<file path="src/rtl/i2c_pkg.sv">
// -----------------------------------------------------------------------------
// i2c_pkg
// Shared constants and types for the two-requester I2C master arbiter.
//   NUM_REQ / ADDR_W / DATA_W : requester count and transaction field widths
//   IDX_W                     : width of a requester index
//   ST_*                      : arbiter FSM state encoding
//   txn_t                     : one captured transaction (rw, addr, wdata)
//   onehot_to_idx()           : converts a one-hot requester vector to an index
// -----------------------------------------------------------------------------
package i2c_pkg;

    localparam int NUM_REQ = 2;
    localparam int ADDR_W  = 7;
    localparam int DATA_W  = 8;
    localparam int IDX_W   = 1;

    localparam logic [1:0] ST_IDLE  = 2'd0;
    localparam logic [1:0] ST_ISSUE = 2'd1;
    localparam logic [1:0] ST_WAIT  = 2'd2;
    localparam logic [1:0] ST_RESP  = 2'd3;

    typedef struct packed {
        logic              rw;
        logic [ADDR_W-1:0] addr;
        logic [DATA_W-1:0] wdata;
    } txn_t;

    // Index of the set bit in a one-hot vector (0 when no bit is set).
    function automatic logic [IDX_W-1:0] onehot_to_idx(input logic [NUM_REQ-1:0] oh);
        logic [IDX_W-1:0] idx;
        idx = '0;
        for (int i = 0; i < NUM_REQ; i++) begin
            if (oh[i]) begin
                idx = IDX_W'(i);
            end else begin
                idx = idx;
            end
        end
        return idx;
    endfunction

endpackage

</file>
<file path="src/rtl/i2c_rr_sel.sv">
// -----------------------------------------------------------------------------
// i2c_rr_sel
// Combinational round-robin selector. The search starts at the requester
// after the last-served one, so the requester that was not served last wins
// a tie.
//   req    in  NUM_REQ  active requests
//   last   in  IDX_W    index of the last-served requester
//   winner out NUM_REQ  one-hot winner (all zero when no request is active)
// -----------------------------------------------------------------------------
module i2c_rr_sel
    import i2c_pkg::*;
(
    input  logic [NUM_REQ-1:0] req,
    input  logic [IDX_W-1:0]   last,
    output logic [NUM_REQ-1:0] winner
);

    logic [IDX_W-1:0] idx_s;
    logic             found_s;

    // Scan requesters in rotating order starting just after the last-served one.
    always_comb begin
        winner  = '0;
        found_s = 1'b0;
        idx_s   = '0;
        for (int i = 1; i <= NUM_REQ; i++) begin
            idx_s = IDX_W'((int'(last) + i) % NUM_REQ);
            if (!found_s && req[idx_s]) begin
                winner[idx_s] = 1'b1;
                found_s       = 1'b1;
            end else begin
                found_s = found_s;
            end
        end
    end

endmodule

</file>
<file path="src/rtl/i2c_arbiter.sv">
// -----------------------------------------------------------------------------
// i2c_arbiter
// Round-robin arbiter sharing one I2C master engine between two requesters.
// FSM: IDLE -> ISSUE -> WAIT -> RESP -> IDLE.
//
// Parameter
//   TIMEOUT_CYC   maximum WAIT cycles before the transaction is abandoned
//                 (only meaningful when I2C_ARB_TIMEOUT_EN is defined)
// Configuration macro
//   I2C_ARB_TIMEOUT_EN  defined: WAIT watchdog counter built, timeout pulses
//                       undefined: no counter, timeout tied low
// Ports
//   i_clk, reset_n                 clock, asynchronous active-low reset
//   req, req_rw, req_addr, req_wdata   per-requester transaction requests
//   gnt, done, nack, rdata         per-requester grant / completion / status
//   m_start, m_rw, m_addr, m_wdata registered transaction to the master engine
//   m_busy, m_done, m_addr_ack, m_data_ack, m_rdata   master engine status
//   timeout                        one-cycle watchdog pulse
// -----------------------------------------------------------------------------
module i2c_arbiter
    import i2c_pkg::*;
#(
    parameter int TIMEOUT_CYC = 1024
) (
    input  logic                       i_clk,
    input  logic                       reset_n,
    input  logic [NUM_REQ-1:0]         req,
    input  logic [NUM_REQ-1:0]         req_rw,
    input  logic [NUM_REQ*ADDR_W-1:0]  req_addr,
    input  logic [NUM_REQ*DATA_W-1:0]  req_wdata,
    output logic [NUM_REQ-1:0]         gnt,
    output logic [NUM_REQ-1:0]         done,
    output logic [NUM_REQ-1:0]         nack,
    output logic [DATA_W-1:0]          rdata,
    output logic                       m_start,
    output logic                       m_rw,
    output logic [ADDR_W-1:0]          m_addr,
    output logic [DATA_W-1:0]          m_wdata,
    input  logic                       m_busy,
    input  logic                       m_done,
    input  logic                       m_addr_ack,
    input  logic                       m_data_ack,
    input  logic [DATA_W-1:0]          m_rdata,
    output logic                       timeout
);

    logic [1:0]         state_r;
    logic [IDX_W-1:0]   last_r;
    logic [NUM_REQ-1:0] win_oh_s;
    logic [IDX_W-1:0]   win_idx_s;
    txn_t               sel_txn_s;
    logic               tmo_hit_s;

    i2c_rr_sel u_rr_sel (
        .req    (req),
        .last   (last_r),
        .winner (win_oh_s)
    );

    // Pick the winning requester's transaction fields out of the packed buses.
    always_comb begin
        win_idx_s       = onehot_to_idx(win_oh_s);
        sel_txn_s.rw    = req_rw[win_idx_s];
        sel_txn_s.addr  = req_addr[int'(win_idx_s)*ADDR_W +: ADDR_W];
        sel_txn_s.wdata = req_wdata[int'(win_idx_s)*DATA_W +: DATA_W];
    end

`ifdef I2C_ARB_TIMEOUT_EN
    localparam int CNT_W = (TIMEOUT_CYC > 2) ? $clog2(TIMEOUT_CYC) : 1;

    logic [CNT_W-1:0] tmo_cnt_r;

    // Watchdog fires on the WAIT cycle where the count reaches its last value;
    // a simultaneous m_done takes precedence.
    always_comb begin
        if ((state_r == ST_WAIT) && !m_done && (tmo_cnt_r == CNT_W'(TIMEOUT_CYC - 1))) begin
            tmo_hit_s = 1'b1;
        end else begin
            tmo_hit_s = 1'b0;
        end
    end

    // WAIT-cycle counter and the registered timeout pulse.
    always_ff @(posedge i_clk or negedge reset_n) begin
        if (!reset_n) begin
            tmo_cnt_r <= '0;
            timeout   <= 1'b0;
        end else begin
            timeout <= tmo_hit_s;
            if ((state_r == ST_WAIT) && !m_done && !tmo_hit_s) begin
                tmo_cnt_r <= tmo_cnt_r + CNT_W'(1);
            end else begin
                tmo_cnt_r <= '0;
            end
        end
    end
`else
    // No watchdog: WAIT only ends on m_done.
    always_comb begin
        tmo_hit_s = 1'b0;
    end

    assign timeout = 1'b0;
`endif

    // Arbiter FSM with registered grant, completion and master-side outputs.
    always_ff @(posedge i_clk or negedge reset_n) begin
        if (!reset_n) begin
            state_r <= ST_IDLE;
            last_r  <= IDX_W'(1);
            gnt     <= '0;
            done    <= '0;
            nack    <= '0;
            rdata   <= 8'h00;
            m_start <= 1'b0;
            m_rw    <= 1'b0;
            m_addr  <= 7'h00;
            m_wdata <= 8'h00;
        end else begin
            m_start <= 1'b0;
            done    <= '0;
            case (state_r)
                ST_IDLE: begin
                    if ((|req) && !m_busy) begin
                        gnt     <= win_oh_s;
                        m_rw    <= sel_txn_s.rw;
                        m_addr  <= sel_txn_s.addr;
                        m_wdata <= sel_txn_s.wdata;
                        state_r <= ST_ISSUE;
                    end
                end
                ST_ISSUE: begin
                    m_start <= 1'b1;
                    state_r <= ST_WAIT;
                end
                ST_WAIT: begin
                    if (m_done) begin
                        nack <= {NUM_REQ{m_addr_ack | m_data_ack}};
                        if (m_rw) begin
                            rdata <= m_rdata;
                        end
                        state_r <= ST_RESP;
                    end else if (tmo_hit_s) begin
                        nack    <= {NUM_REQ{1'b1}};
                        state_r <= ST_RESP;
                    end
                end
                ST_RESP: begin
                    // done follows the grant; requester inputs are not sampled here.
                    done    <= gnt;
                    gnt     <= '0;
                    last_r  <= onehot_to_idx(gnt);
                    state_r <= ST_IDLE;
                end
                default: begin
                    gnt     <= '0;
                    state_r <= ST_IDLE;
                end
            endcase
        end
    end

endmodule

</file>
<file path="config.mk">
export PLATFORM = sky130hd
export DESIGN_NAME = i2c_arbiter
export DESIGN_NICKNAME = d
export VERILOG_FILES = /design/src/rtl/i2c_pkg.sv /design/src/rtl/i2c_rr_sel.sv /design/src/rtl/i2c_arbiter.sv
export SDC_FILE = /design/constraint.sdc
export NUM_CORES = 1
export LEC_CHECK = 0
export CORE_UTILIZATION = 28
export DETAILED_ROUTE_END_ITERATION = 12
export HOLD_SLACK_MARGIN = 0.05
export PLACE_DENSITY_LB_ADDON = 0.05
export SLEW_MARGIN = 20
export SYNTH_ARGS = -nofsm -noshare
export SYNTH_HDL_FRONTEND = slang
export SYNTH_HIERARCHICAL = 1
export SYNTH_SLANG_ARGS = --single-unit
</file>
<file path="constraint.sdc">
create_clock -name i_clk -period 1.6 [get_ports i_clk]
set_clock_uncertainty 0.2 [all_clocks]
set_input_delay 0.32 -clock i_clk [delete_from_list [all_inputs] [get_ports i_clk]]
set_output_delay 0.32 -clock i_clk [all_outputs]
set_load 0.01 [all_outputs]
</file>
==> Flow_metrics.wiki, run 1 <==
{| class="wikitable"
! Metric !! Value
|-
| Post-route clock period utilization || 96.4%
|-
| Wire length after detailed routing || 4.19 mm
|-
| Worst reg-to-reg setup slack || 0.06 ns
|-
| Final routed DRC violation total || 0
|-
| Critical Path, Cell by Cell || clkdlybuf4s50_1 > o21ba_2 > a2bb2oi_2 > mux2_2
|-
| FF-to-FF Start || state_r[1]
|-
| DRT iter0 DRCs || 12
|-
| Number of iterations in the first detailed-routing pass || 4
|-
| Die span in x || 77.7 microns
|-
| Worst setup path category || primary input to flip-flop
|-
| P per Cell Area || 1530 nW/um^2
|-
| Routed len/inst || 14.3 microns
|-
| Total placed cells including tap cells || 281
|-
| Final hold viol count || 0
|-
| Cell types with the largest area share after synthesis || sky130_fd_sc_hd__dfrtp_1, sky130_fd_sc_hd__mux2i_1, sky130_fd_sc_hd__a21oi_1, sky130_fd_sc_hd__mux2_2, sky130_fd_sc_hd__a21oi_2
|-
| Final number of max-transition violations || 0
|-
| Instance area at placement || 2500 sq um
|-
| Crit path capture type || flip-flop
|-
| Sink Count || 33
|-
| Dominant synthesized flop cell || sky130_fd_sc_hd__dfrtp_1
|-
| Synth Warn # || 6
|-
| Depth of the CTS H-tree || 2
|-
| Crit path max-delay family || compound AO/OA/AOI/OAI gates
|-
| Number of enable flip-flop cells after synthesis || 0
|-
| Antenna diodes || 0
|-
| Die ar. || 6030 sq um
|-
| Number of antenna violations at the first check in global routing || 0
|-
| Final Net Count || 273
|-
| Maximum VDD drop || 0.756 mV
|-
| Capture point of the worst reg-to-reg path || state_r[1]
|-
| Rows || 27
|-
| Clk pin slew, worst setup/hold paths || 0.06 ns
|-
| Proportion of register bits with asynchronous set or reset after synthesis || 100%
|-
| Share of cells above drive strength 1 || 23.1%
|-
| Die Span Y || 77.7 microns
|-
| Number of buffer and inverter instances along the worst setup path || 1
|-
| Depth of the most critical reg-to-reg path || 5
|-
| Leading cell type in the layout, fill and taps excluded || sky130_fd_sc_hd__clkdlybuf4s50_1
|-
| Crit-path max cell delay || 0.39 ns
|-
| Initial core utilization || 29.1%
|-
| CP max stage cell || sky130_fd_sc_hd__clkdlybuf4s50_1
|-
| Number of global-route vias before repair || 1,407
|-
| Arrival time of the worst setup path || 1.51 ns
|-
| Antenna Nets Post-Route || 0
|-
| Crit path launch type || primary input
|-
| MaxCap Viol Count || 0
|-
| Number of vias after detailed routing || 1,303
|-
| Average cell area after synthesis || 12.2 sq um
|-
| Worst endpoint required time || 1.57 ns
|-
| Final global-route overflow total || 0
|-
| Number of failing setup endpoints in the final timing report || 0
|-
| Num CTS Buffers || 5
|-
| Layout Cells excl Fill || 293
|-
| Top cell type by total area after synthesis || sky130_fd_sc_hd__dfrtp_1
|-
| Flip-flop and latch count after synthesis || 33
|-
| Commonest cells after routing, fill and taps aside || sky130_fd_sc_hd__clkdlybuf4s50_1, sky130_fd_sc_hd__dfrtp_1, sky130_fd_sc_hd__dlygate4sd2_1, sky130_fd_sc_hd__a21oi_1, sky130_fd_sc_hd__mux2i_1
|-
| Critical path fanouts, max || 4
|-
| Portion of the post-synthesis area used by sequential elements || 51.6%
|-
| Number of buffers on the longest clock path || 2
|-
| TritonCTS clock tree || yes
|-
| CTS Root Buffer Type || sky130_fd_sc_hd__clkbuf_8
|-
| Worst hold slack || 0.279 ns
|-
| Synth-to-layout area growth || 65.2%
|-
| HPWL after detailed placement || 2.98 mm
|-
| Result of the run || finished, final reports clean
|-
| Clock period minus worst slack || 1.54 ns
|-
| Cell area after layout || 2650 sq um
|-
| Total global-route track usage || 14.5%
|-
| Synthesized area || 1600 sq um
|-
| Largest net degree at the start of global routing || 21
|-
| Max Clk Rate || 0.648 GHz
|-
| Net count after synthesis || 184
|-
| Skew-Pair Late Insertion Delay || 0.28 ns
|-
| Unrepaired setup endpoints after global routing || yes
|-
| Number of I/O pins || 80
|-
| Via density || 4.45
|-
| Placer Congestion || 0.690
|-
| IO buf count || 78
|-
| Total power || 4.06 mW
|-
| Global-route wire length before repair || 6.58 mm
|-
| Worst hold-check path type || primary input to asynchronous set/reset pin
|-
| Floorplan core area || 5510 sq um
|-
| P_leak || 1.18 nW
|-
| Number of different library cells in the post-synthesis netlist || 25
|-
| Post-synth top area share || 50.0%
|-
| Number of standard cells after synthesis || 131
|}
registers in the layout, indices dropped and copies added, names as in the netlist:
| name | count |
|---|---|
| rdata | 8 |
| m_rw | 1 |
| m_wdata | 8 |
| m_addr | 7 |
| state_r | 2 |
| m_start | 1 |
| gnt | 2 |
| nack | 1 |
| last_r | 1 |
| done | 2 |
stage by stage:
stage / setup TNS [ns] / setup WS, ns / utilization (%)
5_1_grt: -0.00595 / -0.00595 / 48.1
6_report: 0 / 0.0578 / 48.1
3_3_place_gp: -5.84 / -0.257 / 45.4
4_1_cts: 0 / 0.00220 / 46.6
2_1_floorplan: 0 / 0.0391 / -
3_5_place_dp: -6.49 / -0.300 / 45.4
worst register-to-register path, stage by stage (launching register included):
cell,delay (ns)
sky130_fd_sc_hd__dfrtp_1,0.39
sky130_fd_sc_hd__inv_2,0.07
sky130_fd_sc_hd__ha_2,0.19
sky130_fd_sc_hd__inv_2,0.07
sky130_fd_sc_hd__a2bb2oi_2,0.16
sky130_fd_sc_hd__mux2_2,0.34
where the power goes:
| group | switching [mW] | internal [mW] | leakage [nW] |
|---|---|---|---|
| combinational | 0.947 | 1.07 | 0.757 |
| sequential | 0.213 | 1.24 | 0.384 |
| clock | 0.283 | 0.309 | 0.0395 |
layout make-up:
class	count	area, sq um
Sequential cell	33	827
Multi-Input combinational cell	83	718
Timing Repair Buffer	92	913
Fill cell	534	2860
Clock buffer	8	80.1
Tap cell	72	90.1
Inverter	5	18.8
routing by layer:
layer | GRT usage, % | share of wire, % | up-vias
met5 | 0 | 0 | -
met4 | 4.53 | 0.36 | 0
met3 | 5.65 | 7.7 | 2
met2 | 26.0 | 51 | 47
met1 | 15.4 | 41 | 618
li1 | - | - | 636
synth_stat cells (all sizes together), types with 2 or more instances:
master,count
nor2,2
a21boi,2
inv,5
buf,10
dfrtp,32
ha,5
mux2,10
a21oi,33
a31oi,3
mux2i,16
nor2b,2
and2,3
o2bb2ai,2
cells by family (layout without fill, tap and decap cells):
group | Yosys count | in the layout | share of synthesized area, %
AND/OR/NAND/NOR | 8 | 8 | 3.36
buffers and inverters | 15 | 105 | 6.25
multiplexers | 26 | 26 | 17.0
adder cells (fa/ha/maj) | 5 | 5 | 3.90
other | 1 | 1 | 0.234
AO/OA/AOI/OAI | 43 | 43 | 17.6
flip-flops | 33 | 33 | 51.6
repair_timing:
item | in CTS | in global routing
endpoints found under the setup margin | 40 | 23
pin swaps | 0 | 1
gates resized for setup | 32 | 10
cloned | 0 | 2
hold buffers | 1 | 0
setup buffers | 1 | 0
hold endpoints to repair | 15 | 0
worst max-delay path by stage:
| stage | slack, ns | startpoint | cells past startpoint | endpoint |
|---|---|---|---|---|
| 6_report | 0.06 | m_busy | 4 | state_r[1] |
| 5_1_grt | -0.006 | state_r[0] | 6 | gnt[1] |
| 4_1_cts | 0.002 | req[1] | 5 | m_wdata[6] |
| 3_5_place_dp | -0.30 | req[1] | 5 | m_addr[0] |
| 3_3_place_gp | -0.26 | req[1] | 5 | m_wdata[6] |
| 2_1_floorplan | 0.04 | state_r[0] | 5 | state_r[1] |
(Power assumes the default switching activity.)
==> inputs of run 2 (changes only) <==
--- a/config.mk
+++ b/config.mk
@@ -12,5 +12,4 @@
 export SLEW_MARGIN = 20
 export SYNTH_ARGS = -nofsm -noshare
 export SYNTH_HDL_FRONTEND = slang
-export SYNTH_HIERARCHICAL = 1
 export SYNTH_SLANG_ARGS = --single-unit
==> run 2 against run 1 <==
  * The flow now finishes with violations (negative setup slack)
  * Register-to-register slack got worse by 0.18 ns
  * Total power increased by 8.2%
  * Synthesized area increased by 2.5%
  * Combinational power increased by 16%
  * Critical path depth unchanged
  * Wire length decreased by 5.0%
  * Global-route usage decreased by 1.6 points
  * Clock power increased by 2%
  * Setup slack got worse by 0.18 ns
  * Die area increased by 2.4%
  * Cell area increased by 9.3%
  * Critical path type is now flip-flop to flip-flop
  * Highest routed layer unchanged
==> Flow_metrics.wiki, run 2 <==
{| class="wikitable"
! Metric !! Value
|-
| Result of the run || complete, but fails checks (was finished, final reports clean)
|-
| Violated checks || negative setup slack
|-
| Top cell type by total area after synthesis || sky130_fd_sc_hd__dfrtp_1 (unchanged)
|-
| Number of iterations in the first detailed-routing pass || 3 (was 4)
|-
| Synth-to-layout area growth || 76.2% (was 65.2%)
|-
| Proportion of register bits with asynchronous set or reset after synthesis || 100% (unchanged)
|-
| HPWL after detailed placement || 2.85 mm (was 2.98 mm)
|-
| Crit-path max cell delay || 0.55 ns (was 0.39 ns)
|-
| Number of antenna violations at the first check in global routing || 0 (unchanged)
|-
| Number of stages on the worst setup path || 4 (unchanged)
|-
| Routed len/inst || 13.8 microns (was 14.3 microns)
|-
| Net count after synthesis || 164 (was 184)
|-
| Maximum VDD drop || 0.854 mV (was 0.756 mV)
|-
| CTS Root Buffer Type || sky130_fd_sc_hd__clkbuf_8 (unchanged)
|-
| Number of I/O pins || 80 (unchanged)
|-
| Via density || 4.37 (was 4.45)
|-
| Final sum of negative setup slack || -1.92 ns (was 0 ns)
|-
| Die ar. || 6180 sq um (was 6030 sq um)
|-
| Max Clk Rate || 0.581 GHz (was 0.648 GHz)
|-
| Critical Path, Cell by Cell || a21bo_4 > buf_6 > mux2_4 > mux2_4 (was clkdlybuf4s50_1 > o21ba_2 > a2bb2oi_2 > mux2_2)
|-
| Top cells by instance count after synthesis || sky130_fd_sc_hd__dfrtp_1, sky130_fd_sc_hd__mux2_2, sky130_fd_sc_hd__mux2_4 (was sky130_fd_sc_hd__dfrtp_1, sky130_fd_sc_hd__a21oi_1, sky130_fd_sc_hd__mux2i_1)
|-
| P per Cell Area || 1520 nW/um^2 (was 1530 nW/um^2)
|-
| Dominant synthesized flop cell || sky130_fd_sc_hd__dfrtp_1 (unchanged)
|-
| Number of global-route vias before repair || 1,297 (was 1,407)
|-
| Average cell area after synthesis || 14.8 sq um (was 12.2 sq um)
|-
| Leading cell type in the layout, fill and taps excluded || sky130_fd_sc_hd__clkdlybuf4s50_1 (unchanged)
|-
| Post-synth top area share || 48.7% (was 50.0%)
|-
| Crit path max-delay family || multiplexers (was compound AO/OA/AOI/OAI gates)
|-
| Pre-CTS setup slack || -0.509 ns (was -0.300 ns)
|-
| Instance area at placement || 2650 sq um (was 2500 sq um)
|-
| Combinational share of power || 53.0% (was 49.6%)
|-
| Depth of the CTS H-tree || 2 (unchanged)
|-
| Largest net degree at the start of global routing || 34 (was 21)
|-
| CP max stage cell || sky130_fd_sc_hd__dfstp_2 (was sky130_fd_sc_hd__clkdlybuf4s50_1)
|-
| Number of vias after detailed routing || 1,263 (was 1,303)
|-
| Final hold viol count || 0 (unchanged)
|-
| Skew-Pair Late Insertion Delay || 0.28 ns (about the same)
|-
| Initial core utilization || 29.5% (was 29.1%)
|-
| Critical path fanouts, max || 6 (was 4)
|-
| Flip-flop and latch count after synthesis || 33 (unchanged)
|-
| Number of enable flip-flop cells after synthesis || 0 (unchanged)
|-
| Share of cells above drive strength 1 || 40.6% (was 23.1%)
|-
| Wire length after detailed routing || 3.98 mm (was 4.19 mm)
|-
| MaxCap Viol Count || 0 (unchanged)
|-
| End point of the critical path || m_addr[4] (was state_r[1])
|-
| Number of failing setup endpoints in the final timing report || 26 (was 0)
|-
| Antenna diodes || 0 (unchanged)
|-
| Most repeated cell in the gate-level netlist after synthesis || sky130_fd_sc_hd__dfrtp_1 (unchanged)
|-
| Final routed DRC violation total || 0 (unchanged)
|-
| Cell Int Power || 3.00 mW (was 2.61 mW)
|-
| Launch instance of the worst min-delay path || rdata[2]
|-
| Clock Power Share || 13.7% (was 14.6%)
|-
| Antenna Nets Post-Route || 0 (unchanged)
|-
| Commonest cells after routing, fill and taps aside || sky130_fd_sc_hd__clkdlybuf4s50_1, sky130_fd_sc_hd__dlygate4sd2_1, sky130_fd_sc_hd__dfrtp_1, sky130_fd_sc_hd__mux2_4, sky130_fd_sc_hd__buf_4 (was sky130_fd_sc_hd__clkdlybuf4s50_1, sky130_fd_sc_hd__dfrtp_1, sky130_fd_sc_hd__dlygate4sd2_1, sky130_fd_sc_hd__a21oi_1, sky130_fd_sc_hd__mux2i_1)
|-
| Cell types with the largest area share after synthesis || sky130_fd_sc_hd__dfrtp_1, sky130_fd_sc_hd__mux2_4, sky130_fd_sc_hd__mux2_2, sky130_fd_sc_hd__ha_1, sky130_fd_sc_hd__dfstp_2 (was sky130_fd_sc_hd__dfrtp_1, sky130_fd_sc_hd__mux2i_1, sky130_fd_sc_hd__a21oi_1, sky130_fd_sc_hd__mux2_2, sky130_fd_sc_hd__a21oi_2)
|-
| FF-to-FF Start || last_r (was state_r[1])
|-
| Post-route clock period utilization || 108% (was 96.4%)
|-
| IO buf count || 78 (unchanged)
|-
| TritonCTS clock tree || yes (unchanged)
|-
| P_leak || 1.36 nW (was 1.18 nW)
|-
| Number of standard cells after synthesis || 111 (was 131)
|-
| Portion of the post-synthesis area used by sequential elements || 50.3% (was 51.6%)
|-
| Synth Warn # || 0 (was 6)
|-
| Switching share of power || 31.7% (was 35.6%)
|-
| Utilization after layout || 51.9% (was 48.1%)
|-
| Most used cell, CP || sky130_fd_sc_hd__mux2_4
|-
| DRT iter0 DRCs || 58 (was 12)
|-
| Number of different library cells in the post-synthesis netlist || 25 (unchanged)
|-
| Sequential fraction of design power || 33.3% (was 35.8%)
|-
| Clk pin slew, worst setup/hold paths || 0.07 ns (was 0.06 ns)
|-
| Worst reg-to-reg setup slack || -0.12 ns (was 0.06 ns)
|-
| Unrepaired setup endpoints after global routing || yes (unchanged)
|-
| Capture point of the worst reg-to-reg path || m_addr[4] (was state_r[1])
|-
| Synthesized area || 1640 sq um (was 1600 sq um)
|-
| Global-route wire length before repair || 6.04 mm (was 6.58 mm)
|-
| Total power || 4.39 mW (was 4.06 mW)
|-
| Number of buffers on the longest clock path || 2 (unchanged)
|-
| Worst hold-check path type || flip-flop to flip-flop (was primary input to asynchronous set/reset pin)
|-
| Floorplan core area || 5570 sq um (was 5510 sq um)
|-
| Start point of the critical path || last_r (was m_busy)
|-
| Arrival time of the worst setup path || 1.69 ns (was 1.51 ns)
|-
| Count of fill cells added during filler insertion || 514 (was 534)
|-
| Die span in x || 78.6 microns (was 77.7 microns)
|-
| Clock period minus worst slack || 1.72 ns (was 1.54 ns)
|-
| Number of buffer and inverter instances along the worst setup path || 1 (unchanged)
|-
| Worst setup path category || flip-flop to flip-flop (was primary input to flip-flop)
|-
| Die Span Y || 78.6 microns (was 77.7 microns)
|-
| Final Net Count || 269 (was 273)
|-
| Num CTS Buffers || 5 (unchanged)
|-
| Largest registers in the final layout || m_wdata (8), rdata (8), m_addr (7) (unchanged)
|-
| Placer Congestion || 0.790 (was 0.690)
|-
| Crit path launch type || flip-flop (was primary input)
|-
| Worst endpoint required time || 1.57 ns (about the same)
|-
| Final global-route overflow total || 0 (unchanged)
|-
| Cell area after layout || 2890 sq um (was 2650 sq um)
|-
| Sink Count || 33 (unchanged)
|-
| Rows || 27 (unchanged)
|-
| Crit path capture type || flip-flop (unchanged)
|-
| Switching power || 1.39 mW (was 1.44 mW)
|-
| Final number of max-transition violations || 0 (unchanged)
|-
| Total global-route track usage || 12.9% (was 14.5%)
|-
| Depth of the most critical reg-to-reg path || 4 (was 5)
|-
| Worst setup margin || -0.120 ns (was 0.0578 ns)
|}
==> run 2: changes by cell type after synthesis, moves of 2 or more <==
cell,before,now
sky130_fd_sc_hd__a21oi_1,23,2
sky130_fd_sc_hd__mux2_4,0,18
sky130_fd_sc_hd__mux2i_1,16,0
sky130_fd_sc_hd__mux2_2,10,24
sky130_fd_sc_hd__a21oi_2,10,0
sky130_fd_sc_hd__a31oi_1,3,1
sky130_fd_sc_hd__buf_2,2,0
sky130_fd_sc_hd__buf_4,5,3
sky130_fd_sc_hd__buf_6,3,1
sky130_fd_sc_hd__nand3_1,0,2
==> run 2: repair_timing <==
action | 4_1_cts | 5_1_grt
hold endpoints to repair | 33 | 0
gates resized for setup | 36 | 25
pin swaps | 1 | 3
cloned | 0 | 1
endpoints found under the setup margin | 51 | 27
hold buffers | 1 | 0
setup buffers | 2 | 5
==> run 2: logic make-up (layout without fill, tap and decap cells) <==
kind of cell	after synthesis	in the layout	synth area share [%]
compound gates	9	9	4.27
fa+ha+maj	5	5	3.81
buf+inv	10	116	4.42
flops	33	33	50.3
mux	42	42	32.9
other cells	1	1	0.228
simple gates	11	11	4.04
==> run 2: layout make-up <==
cell class                 instances  area (sq um)  share of cell area (%)
clock buffer                       6          72.6                    2.51
clock inverter                     2          10.0                   0.346
timing repair buffer             103          1000                    34.7
sequential                        33           827                    28.6
inverter                           5          18.8                   0.649
tap                               72          90.1                    3.11
multi-input combinational         68           872                    30.1
==> run 2: power groups by stage <==
stage | combinational (mW) | clock (mW) | sequential [mW]
2_1_floorplan | 0.913 | 0 | 1.64
3_3_place_gp | 2.21 | 0 | 1.47
3_5_place_dp | 2.25 | 0 | 1.49
4_1_cts | 2.05 | 0.631 | 1.47
5_1_grt | 2.49 | 0.671 | 1.52
6_report | 2.33 | 0.602 | 1.46
==> run 2: through the flow <==
stage / cells / hold WS, ns
6_report: 289 / 0.297
5_1_grt: 289 / 0.323
3_3_place_gp: 273 / 0.0948
3_5_place_dp: 273 / 0.0959
4_1_cts: 284 / 0.303
2_1_floorplan: 111 / -0.176
==> run 2: worst min-delay path by stage <==
stage | slack [ns] | cells past startpoint | to
after floorplan | -0.18 | 0 | done[0]
after global placement | 0.09 | 2 | m_addr[5]
after detailed placement | 0.1 | 2 | m_addr[5]
after CTS | 0.30 | 1 | rdata[2]
after global routing | 0.32 | 1 | m_addr[5]
final | 0.30 | 1 | rdata[2]
==> run 2: layer usage <==
layer	vias to the layer above	routed length [microns]	part of all wire, %	global-route usage, %
li1	604	-	-	-
met1	613	1700	43	14.2
met2	41	1990	50	22.4
met3	5	254	6.4	4.88
met4	0	48	1.2	4.44
met5	-	0	0	0
==> inputs of run 3 (changes only) <==
--- a/config.mk
+++ b/config.mk
@@ -9,6 +9,7 @@
 export DETAILED_ROUTE_END_ITERATION = 12
 export HOLD_SLACK_MARGIN = 0.05
 export PLACE_DENSITY_LB_ADDON = 0.05
+export SKIP_LAST_GASP = 1
 export SLEW_MARGIN = 20
 export SYNTH_ARGS = -nofsm -noshare
 export SYNTH_HDL_FRONTEND = slang
==> results of run 3 <==
Same layout as run 2: the final DEF is identical, and so are final timing and power.
